`src/rtl/keypad_scanner.sv`:
```
// keypad_scanner: scans a 4x3 keypad, debounces whole scans and emits one key code per press.
module keypad_scanner #(
  parameter int SETTLE_CYCLES  = 1000,
  parameter int DEBOUNCE_SCANS = 4
) (
  input  logic       clk,
  input  logic       rst,
  input  logic [2:0] col_n,
  output logic [3:0] row_n,
  output logic [3:0] key_code,
  output logic       key_strobe
);
  localparam int SW = $clog2(SETTLE_CYCLES);
  localparam int DW = $clog2(DEBOUNCE_SCANS + 1);
  localparam logic [DW-1:0] DMAX = DW'(DEBOUNCE_SCANS);
  localparam logic [3:0] NO_KEY = 4'd13;
  localparam logic [47:0] KEY_MAP = {4'd10, 4'd0, 4'd11, 4'd9, 4'd8, 4'd7,
                                     4'd6, 4'd5, 4'd4, 4'd3, 4'd2, 4'd1};
  typedef enum logic {IDLE, HELD} state_t;
  state_t state_q, state_d;
  logic [2:0] c1_q, c2_q;
  logic [1:0] row_q, row_d;
  logic [SW-1:0] settle_q, settle_d;
  logic [8:0] acc_q, acc_d;
  logic [DW-1:0] press_q, press_d, rel_q, rel_d;
  logic [3:0] cand_q, cand_d, code_q, code_d;
  logic strobe_q, strobe_d;
  logic sample, scan_done;
  logic [11:0] keys;
  logic [3:0] n_keys, hit_code;
  assign row_n = ~(4'b0001 << row_q);
  assign key_code = code_q;
  assign key_strobe = strobe_q;
  always_comb begin
    sample = settle_q == SW'(SETTLE_CYCLES - 1);
    scan_done = sample && row_q == 2'd3;
    settle_d = sample ? '0 : settle_q + 1'b1;
    row_d = sample ? row_q + 2'd1 : row_q;
    acc_d = acc_q;
    if (sample && row_q != 2'd3) acc_d[row_q*3 +: 3] = ~c2_q;
    // The row 3 columns are classified straight from the synchroniser, so the scan resolves on its last sample edge
    keys = {~c2_q, acc_q};
    n_keys = 4'd0;
    hit_code = NO_KEY;
    for (int i = 0; i < 12; i++) begin
      n_keys = keys[i] ? n_keys + 4'd1 : n_keys;
      hit_code = keys[i] ? KEY_MAP[i*4 +: 4] : hit_code;
    end
    state_d = state_q;
    press_d = press_q;
    rel_d = rel_q;
    cand_d = cand_q;
    code_d = NO_KEY;
    strobe_d = 1'b0;
    if (scan_done && state_q == IDLE) begin
      if (n_keys == 4'd1) begin
        press_d = hit_code != cand_q ? DW'(1) : press_q == DMAX ? press_q : press_q + 1'b1;
        cand_d = hit_code;
        if (press_d == DMAX) begin
          code_d = hit_code;
          strobe_d = 1'b1;
          state_d = HELD;
        end
      end else begin
        press_d = '0;
        cand_d = NO_KEY;
      end
    end else if (scan_done) begin
      rel_d = n_keys != 4'd0 ? '0 : rel_q == DMAX ? rel_q : rel_q + 1'b1;
      if (rel_d == DMAX) begin
        state_d = IDLE;
        press_d = '0;
        rel_d = '0;
      end
    end
  end
  always_ff @(posedge clk) begin
    if (rst) begin
      state_q <= IDLE;
      c1_q <= 3'b111;
      c2_q <= 3'b111;
      row_q <= '0;
      settle_q <= '0;
      acc_q <= '0;
      press_q <= '0;
      rel_q <= '0;
      cand_q <= NO_KEY;
      code_q <= NO_KEY;
      strobe_q <= 1'b0;
    end else begin
      state_q <= state_d;
      c1_q <= col_n;
      c2_q <= c1_q;
      row_q <= row_d;
      settle_q <= settle_d;
      acc_q <= acc_d;
      press_q <= press_d;
      rel_q <= rel_d;
      cand_q <= cand_d;
      code_q <= code_d;
      strobe_q <= strobe_d;
    end
  end
endmodule
```
`config.mk`:
```
export PLATFORM = sky130hd
export DESIGN_NAME = keypad_scanner
export DESIGN_NICKNAME = d
export VERILOG_FILES = /design/src/rtl/keypad_scanner.sv
export SDC_FILE = /design/constraint.sdc
export NUM_CORES = 1
export LEC_CHECK = 0
export ABC_AREA = 1
export CAP_MARGIN = 25
export CELL_PAD_IN_SITES_DETAIL_PLACEMENT = 1
export CELL_PAD_IN_SITES_GLOBAL_PLACEMENT = 2
export CORE_UTILIZATION = 37
export DETAILED_ROUTE_END_ITERATION = 8
export GPL_TIMING_DRIVEN = 0
export PLACE_DENSITY = 0.86
export SLEW_MARGIN = 20
export SYNTH_ARGS = -nofsm -noshare
export SYNTH_HDL_FRONTEND = slang
export SYNTH_SLANG_ARGS = --single-unit
```
`constraint.sdc`:
```
create_clock -name clk -period 20 [get_ports clk]
set_clock_uncertainty 0.1 [all_clocks]
set_input_delay 4 -clock clk [delete_from_list [all_inputs] [get_ports clk]]
set_output_delay 4 -clock clk [all_outputs]
set_load 0.02 [all_outputs]
```
# [Word-level counts from Yosys, hierarchy flattened]
# Cells that the tools add are included.
[word_totals] register_bits=43 output_inout_bits=9 input_bits=5 wordCells=101
[classes] n_mux=41 reduce_logical=12 addsub=16 bitwise=6 n_eq_ne=11 n_shift=3 mul=1
[op_table] op="2-to-1 mux 4 bit" count=22
[op_table] op="negator 4 -> 34 bit" count=1
[op_table] op="variable shift 3 x 34 -> 9 bit (first input constant)" count=1
[op_table] op="variable part select 3 x 34 -> 9 bit" count=1
[op_table] op="adder 4 x 1 -> 4 bit (second input constant)" count=8
[op_table] op="2-to-1 mux 3 bit" count=10
[op_table] op="== test 3 bit (second input constant)" count=4
[op_table] op="adder 10 x 1 -> 10 bit (second input constant)" count=1
[op_table] op="== test 10 bit (second input constant)" count=1
[op_table] op="bitwise mux 9 bit" count=1
[op_table] op="2-to-1 mux 1 bit" count=7
[op_table] op="adder 3 x 1 -> 3 bit (second input constant)" count=2
[op_table] op="adder 3 x 1 -> 4 bit (second input constant)" count=1
[op_table] op="== test 4 x 1 -> 1 bit (second input constant)" count=1
[op_table] op="multiplier 2 x 2 -> 4 bit (second input constant)" count=1
[op_table] op="inequality test 2 x 1 -> 1 bit (second input constant)" count=2
[op_table] op="inequality test 4 bit" count=1
[op_table] op="NOT 1 bit" count=4
[op_table] op="NOT 4 bit" count=1
[op_table] op="AND reduction 2 bit" count=2
[op_table] op="AND reduction 4 bit" count=1
[op_table] op="nonzero test 2 bit" count=2
[op_table] op="nonzero test 4 bit" count=1
[op_table] op="OR reduction 4 bit" count=1
[op_table] op="11 further kinds" count=13

# [Depth between registers and ports, before layout]
# Gate-level depths: netlist of the first run.
[logic_depth] depth_word=29 ltp_mapped=45

# [Worst setup path after synthesis of the first run]
# Ideal clock, no wire load.
[synth_path] path_type="register -> register" from="register acc_q[1]" to="register code_q[2] (netlist: key_code[2])" path_buffers=0 arrival_ns=6.278 period_less_slack_ns=6.498 path_stages_with_launch=43 required_time_ns=19.780 slack_ns=13.502 cell_sequence="dfxtp_1 inv_1 ha_1 inv_1 nand2_4 nand2_2 inv_1 ha_1 nand2_1 nand2_1 ha_1 or2_2 nand2_1 inv_1 ha_1 nand2_1 nand2_1 ha_1 [7 not listed] inv_1 nand2_1 inv_1 ha_1 nand2_1 nand2_1 ha_1 or2_2 nand2_1 inv_1 ha_1 nand2_1 o21ai_0 nor2_2 nand4_4 nor2_4 inv_2 or2_1"
[synth_between] elab_chain_len=24
[synth_lines] element="from (decl)" line_no="24" source="logic [8:0] acc_q, acc_d;"
[synth_lines] element="from (signal assigned)" line_no="84" source="acc_q <= '0;"
[synth_lines] element="from (signal assigned)" line_no="96" source="acc_q <= acc_d;"
[synth_lines] element="2-to-1 mux 2 bit" line_no="46" source="n_keys = keys[i] ? n_keys + 4'd1 : n_keys;"
[synth_lines] element="adder 2 x 1 -> 3 bit" line_no="46"
[synth_lines] element="2-to-1 mux 3 bit" line_no="46"
[synth_lines] element="adder 3 x 1 -> 4 bit" line_no="46"
[synth_lines] element="2-to-1 mux 4 bit" line_no="46"
[synth_lines] element="adder 4 x 1 -> 4 bit" line_no="46"
[synth_lines] element="2-to-1 mux 4 bit" line_no="46"
[synth_lines] element="adder 4 x 1 -> 4 bit" line_no="46"
[synth_lines] element="[8 not listed]"
[synth_lines] element="2-to-1 mux 4 bit" line_no="46"
[synth_lines] element="adder 4 x 1 -> 4 bit" line_no="46"
[synth_lines] element="2-to-1 mux 4 bit" line_no="46"
[synth_lines] element="adder 4 x 1 -> 4 bit" line_no="46"
[synth_lines] element="2-to-1 mux 4 bit" line_no="46"
[synth_lines] element="== test 4 x 1 -> 1 bit" line_no="56" source="if (n_keys == 4'd1) begin"
[synth_lines] element="NOT 1 bit (no source line)"
[synth_lines] element="OR reduction 4 bit (no source line)"
[synth_lines] element="to (signal assigned)" line_no="100" source="code_q <= code_d;"
[synth_lines] element="to (decl)" line_no="26" source="logic [3:0] cand_q, cand_d, code_q, code_d;"
# Parallel ways exist; a longest one is shown, timed or not.
# A chain may end at the register's enable or synchronous reset.

# [Final worst setup path of the first run]
# Same ends and word-level chain as after synthesis.

==> impl_metrics.json, run 1 <==
{
  "status": "completed",
  "cts-resized-gates": 0,
  "busiest_layer": "met2",
  "p_int_uw": 131,
  "cpMostUsedCell": "nand2_1",
  "worst-setup-path-type": "reg -> reg",
  "insertion_delay_ns": 0.30,
  "r2r_end": "key_code[2]",
  "finalSetupViolCount": 0,
  "coreArea_mm2": 0.00830,
  "tightest_slew_ns": 0.603,
  "dr.first_iter.drc_count": 66,
  "crit_path_end": "key_code[2]",
  "synth_cells": 471,
  "cts_buffer_depth": 2,
  "reg2reg_slack_ns": 12.91,
  "max_cap_violations": 0,
  "avgSynthCellArea_um2": 6.79,
  "groute.layer.met3.usage_pct": 2.66,
  "slew_violations": 0,
  "die_h_um": 95.0,
  "p_comb_share_pct": 6.0,
  "rsz0062_at_grt": "no",
  "min_period_ns": 7.09,
  "drtPass1Iterations": 4,
  "drive_gt1_share_pct": 15.7,
  "post_cts_buffers": 0,
  "fmax_ghz": 0.141,
  "dr_total_vias": 2895,
  "global_route.usage.met1_pct": 22.8,
  "die_w_um": 95.0,
  "worstReg2RegStart": "acc_q[1]",
  "ant_nets": 0,
  "synth_warnings": 0,
  "fin_crit_sh_pct": 35.5,
  "num_rows": 33,
  "ctsHoldBuffers": 0,
  "area_growth_pct": 12.0,
  "slew_headroom_pct": 59.8,
  "ys_seq_elements": 43,
  "hpwl_um": 6170,
  "hold_viol": 0,
  "clkPwrFrac_pct": 42.9,
  "setup_ws_ns": 12.91,
  "pre_cts_ws_ns": 12.88,
  "cts_made_buffers": 5,
  "grt_max_degree": 15,
  "ioPinCount": 14,
  "overflow": 0,
  "max-vdd-ir-drop_v": 0.0000403,
  "p_leak_uw": 0.00177,
  "cp_slowest_cell": "dfxtp_1",
  "cts_sinks": 43,
  "crit_required_ns": 20.10,
  "grt_pass1_wl_um": 12900,
  "yosysUniqueCellTypes": 36,
  "wl_per_cell_um": 12.6,
  "grt_util_all_layers_pct": 18.3,
  "portBuffers": 13,
  "antenna_found_initial": 0,
  "clockRootBuffer": "clkbuf_8",
  "min_path_type": "reg -> reg",
  "critPathLaunchType": "flip-flop",
  "hold_slack_ns": 0.317,
  "yosysSeqAreaShare_pct": 26.9,
  "synth_nets": 498,
  "path_clk_slew_ns": 0.09,
  "final_common_cell": "nand2_1",
  "p_sw_share_pct": 23.1,
  "grt_pass1_vias": 2924,
  "use_met2_pct": 33.0,
  "vias_per_cell": 4.85,
  "synthesis.area_mm2": 0.00320,
  "r2r_cells": 42,
  "p_seq_share_pct": 51.1,
  "gp_congestion": 0.778,
  "power_density_mw_per_mm2": 47.7,
  "nets": 518,
  "h-tree-depth": 2,
  "drc_errors": 0,
  "crit_path_end_kind": "flip-flop",
  "final_core_util_pct": 43.2,
  "startpoint": "acc_q[1]",
  "tns_ns": 0,
  "antenna_cells": 0,
  "design.die.area_mm2": 0.00902,
  "layout.cells.most_common_list": "nand2_1 (95), inv_1 (75), nor2_1 (47)",
  "crit_fanout": 8,
  "cp.arrival_ns": 7.19,
  "p_switching_uw": 39.5,
  "initial_utilization_pct": 38.5,
  "cpPeakStageDelay_ns": 0.37,
  "cts_tree": "done",
  "wirelength_um": 7510
}
## worst min path at each step
stage / from / to / cells past startpoint
after global routing: c1_q[1] / c2_q[1] / 1
after global placement: c1_q[1] / c2_q[1] / 1
after CTS: c1_q[2] / c2_q[2] / 1
after detailed placement: c1_q[2] / c2_q[2] / 1
after floorplan: c1_q[0] / c2_q[0] / 1
final: c1_q[2] / c2_q[2] / 1
## final cells by class
class,instances,area (µm²)
buffer,3,12.5
clock buffer,6,82.6
clock inverter,2,38.8
fill,1090,4720
inverter,81,307
multi-input combinational,344,2020
sequential,43,861
tap,105,131
timing repair buffer,13,130
## stage by stage
step | total power (µW) | instances | instance area [µm²]
global route | 179 | 597 | 3580
floorplan | 96.5 | 471 | 3200
finish | 171 | 597 | 3580
CTS | 173 | 597 | 3580
detailed placement | 99.8 | 589 | 3460
global placement | 99.5 | 589 | 3460
## cell usage after synthesis
master | instances | area share, %
nand2_1 | 95 | 11
inv_1 | 75 | 8.8
nor2_1 | 47 | 5.5
dfxtp_1 | 43 | 27
nand3_1 | 38 | 5.9
a21oi_1 | 25 | 3.9
ha_1 | 22 | 8.6
nand2_2 | 20 | 3.9
o21ai_0 | 18 | 2.8
nand3_2 | 12 | 3.8
or2_2 | 11 | 2.2
nor3_1 | 10 | 1.6
nand2_4 | 9 | 3.2
a211oi_1 | 5 | 1.2
inv_2 | 5 | 0.59
a31oi_1 | 4 | 0.78
xor2_1 | 4 | 1.1
nand3_4 | 3 | 1.6
o22ai_1 | 3 | 0.59
clkbuf_1 | 2 | 0.23
nor2_2 | 2 | 0.39
nor3b_1 | 2 | 0.47
o21bai_1 | 2 | 0.47
or2_1 | 2 | 0.39
a21boi_2 | 1 | 0.35
a21oi_2 | 1 | 0.27
and2_1 | 1 | 0.20
buf_2 | 1 | 0.16
inv_4 | 1 | 0.20
nand3b_1 | 1 | 0.23
nand4_1 | 1 | 0.20
nand4_4 | 1 | 0.66
nor2_4 | 1 | 0.35
o2111ai_1 | 1 | 0.27
o21a_1 | 1 | 0.23
xor2_4 | 1 | 0.86
## kinds of logic after synthesis
| family | synth area share, % |
|---|---|
| AND/OR/NAND/NOR | 41.7 |
| buffers and inverters | 9.97 |
| AO/OA/AOI/OAI | 10.9 |
| flip-flops | 26.9 |
| adder cells (fa/ha/maj) | 8.60 |
| XOR/XNOR | 1.96 |
## registers in the layout, summed over array words and instances (netlist names)
| name | cells |
|---|---|
| c1_q | 3 |
| acc_q | 9 |
| state_q | 1 |
| key_code | 4 |
| rel_q | 3 |
| row_q | 2 |
| press_q | 3 |
| cand_q | 4 |
| c2_q | 3 |
| key_strobe | 1 |
| settle_q | 10 |
## power groups by stage
stage	sequential, µW	clock (µW)	combinational [µW]
finish	87.3	73.3	10.3
global placement	89.3	0	10.1
global route	87.6	79.4	11.7
CTS	87.4	75.5	10.5
floorplan	89.1	0	7.37
detailed placement	89.4	0	10.5
## per-layer routing
metal	wire, µm	part of all wire (%)	vias up
met5	0	0	-
met4	61	0.81	0
met3	135	1.8	7
met2	3700	49	20
met1	3610	48	1329
li1	-	-	1539
## worst max-delay path: cells and delay by family (launching register included)
kind | cells | cell delay, ns
compound gates | 1 | 0.14
fa+ha+maj | 10 | 2.76
buf+inv | 8 | 0.53
flops | 1 | 0.37
simple gates | 23 | 3.08
(Power assumes the default switching activity.)
==> run 2, diff against run 1 <==
Settings changed: CORE_UTILIZATION 37 to 31, PLACE_DENSITY 0.86 to 0.77.
Clock period 20 ns to 6.4 ns, I/O delays scaled along.
==> run 2 against run 1 <==
Total power rose to 3.0 times the previous value. Worst setup slack got worse by 13 ns. Design area rose by 20%. Global-route usage fell by 1.7 points. Sequential share of layout area fell by 3.9 points. Largest cell class unchanged.
==> impl_metrics.json, run 2 (synthesized netlist as in run 1, its figures left out) <==
{
  "cpPeakStageDelay_ns": 0.36,
  "wl_per_cell_um": 13.5,
  "ioPinCount": 14,
  "cts_made_buffers": 5,
  "critPathLaunchType": "flip-flop",
  "slew_violations": 0,
  "cp.arrival_ns": 6.26,
  "ctsHoldBuffers": 0,
  "cts_tree": "done",
  "cp_slowest_cell": "dfxtp_2",
  "worstHoldStart": "c1_q[2]",
  "die_h_um": 104,
  "p_leak_uw": 0.00211,
  "antenna_cells": 0,
  "reg_top3": "settle_q (10), acc_q (9)",
  "max-vdd-ir-drop_v": 0.000100,
  "grt_pass1_vias": 3274,
  "cts_buffer_depth": 2,
  "portBuffers": 13,
  "slew_headroom_pct": 61.5,
  "worstReg2RegStart": "acc_q[0]",
  "cp_top_family": "adder cells",
  "largest_register_ffs": 10,
  "setup_ws_ns": 0.264,
  "dr.first_iter.drc_count": 91,
  "pre_cts_ws_ns": -0.635,
  "holdPathStages": 1,
  "max_cap_violations": 0,
  "power_density_mw_per_mm2": 118,
  "reg2reg_slack_ns": 0.26,
  "antenna_found_initial": 0,
  "clockRootBuffer": "clkbuf_8",
  "drive_gt1_share_pct": 32.9,
  "min_path_type": "reg -> reg",
  "drtPass1Iterations": 4,
  "coreArea_mm2": 0.00991,
  "h-tree-depth": 2,
  "fin_crit_sh_pct": 95.9,
  "hold_viol": 0,
  "final_common_cell": "nand2_1",
  "crit_buf_inv": 11,
  "design.die.area_mm2": 0.0107,
  "grt_pass1_wl_um": 14800,
  "status": "completed",
  "area_growth_pct": 34.2,
  "grt_util_all_layers_pct": 16.5,
  "r2r_cells": 43,
  "overflow": 0,
  "dr_total_vias": 3112,
  "finalSetupViolCount": 0,
  "cp_num_cells": 43,
  "crit_path_end_kind": "flip-flop",
  "insertion_delay_ns": 0.30,
  "tightest_slew_ns": 0.578,
  "min_period_ns": 6.14,
  "crit_fanout": 3,
  "min_to": "c2_q[2]",
  "gp_congestion": 0.737,
  "vias_per_cell": 4.66,
  "nets": 562,
  "layout.cells.most_common_list": "nand2_1 (76), inv_1 (66), nor2_1 (44)",
  "drc_errors": 0,
  "fmax_ghz": 0.163,
  "crit_required_ns": 6.52,
  "grt_max_degree": 14,
  "tns_ns": 0,
  "initial_utilization_pct": 32.3,
  "r2r_end": "rel_q[2]",
  "hpwl_um": 6220,
  "ant_nets": 0,
  "final_core_util_pct": 43.3,
  "num_rows": 36,
  "regMostFlops": "settle_q",
  "die_w_um": 104,
  "path_clk_slew_ns": 0.09,
  "worst-setup-path-type": "reg -> reg",
  "wirelength_um": 9030,
  "cts_sinks": 43
}
-- run 2: cell count changes in the layout (fill, tap and decap cells not counted), moves of 5 or more --
cell / previous run / this run
ha_1: 22 / 12
inv_1: 75 / 66
nand2_4: 9 / 21
nand3_1: 38 / 33
buf_4: 0 / 41
nand2_2: 20 / 27
ha_4: 0 / 9
inv_2: 5 / 10
nand2_1: 95 / 76
-- run 2: cell type report --
cell class              instances  area (µm²)
clock inverters                 1        8.76
repair buffers                 57         472
inverters                      81         317
flip-flops and latches         43         865
well taps                     133         166
plain buffers                   3        12.5
fillers                      1280        5620
multi-input cells             344        2370
clock buffers                   6        82.6
-- run 2: what timing repair did --
action,CTS,global route
endpoints found under the setup margin,16,16
setup buffers,36,10
gates resized for setup,27,59
pin swaps,18,40
-- run 2: how the worst max path moves through the flow --
stage	slack, ns	from	to
final	0.26	acc_q[0]	rel_q[2]
after global routing	-0.07	acc_q[0]	state_q
after CTS	0.05	acc_q[1]	key_code[3]
after detailed placement	-0.64	acc_q[1]	press_q[1]
after global placement	-0.51	acc_q[1]	key_code[2]
after floorplan	0.02	acc_q[1]	key_code[2]
-- run 2: power breakdown --
part / total, µW / leakage (µW) / internal [µW] / switching (µW)
registers: 273 / 0.000350 / 271 / 2.29
clock network: 185 / 0.0000477 / 87.0 / 98.1
logic: 47.3 / 0.00171 / 19.9 / 27.4
total: 505 / 0.00211 / 377 / 128
-- run 2: per-stage QoR --
step	hold slack (ns)	area (µm²)	instances	power, µW
after floorplan	0.289	3210	471	302
after global placement	0.295	3510	617	311
after detailed placement	0.295	3510	617	312
after CTS	0.317	3960	660	507
after global routing	0.324	4290	668	529
final	0.317	4290	668	505
-- run 2: worst register-to-register path, delay by kind of cell (launching register included) --
family	cells	cell delay, ns
fa+ha+maj	9	2.15
simple gates	19	1.95
buf+inv	11	0.92
compound gates	4	0.60
flops	1	0.36
-- run 2: routing by layer --
layer  GRT usage (%)  part of all wire, %
met3            2.01                  1.6
met5               0                    0
met4            4.35                 0.99
met2            30.4                   53
met1            20.1                   45
==> run 3, diff against run 2 <==
Settings changed: SKIP_LAST_GASP set to 1.
==> results of run 3 <==
No change in the layout: final DEF, timing and power equal those of run 2.
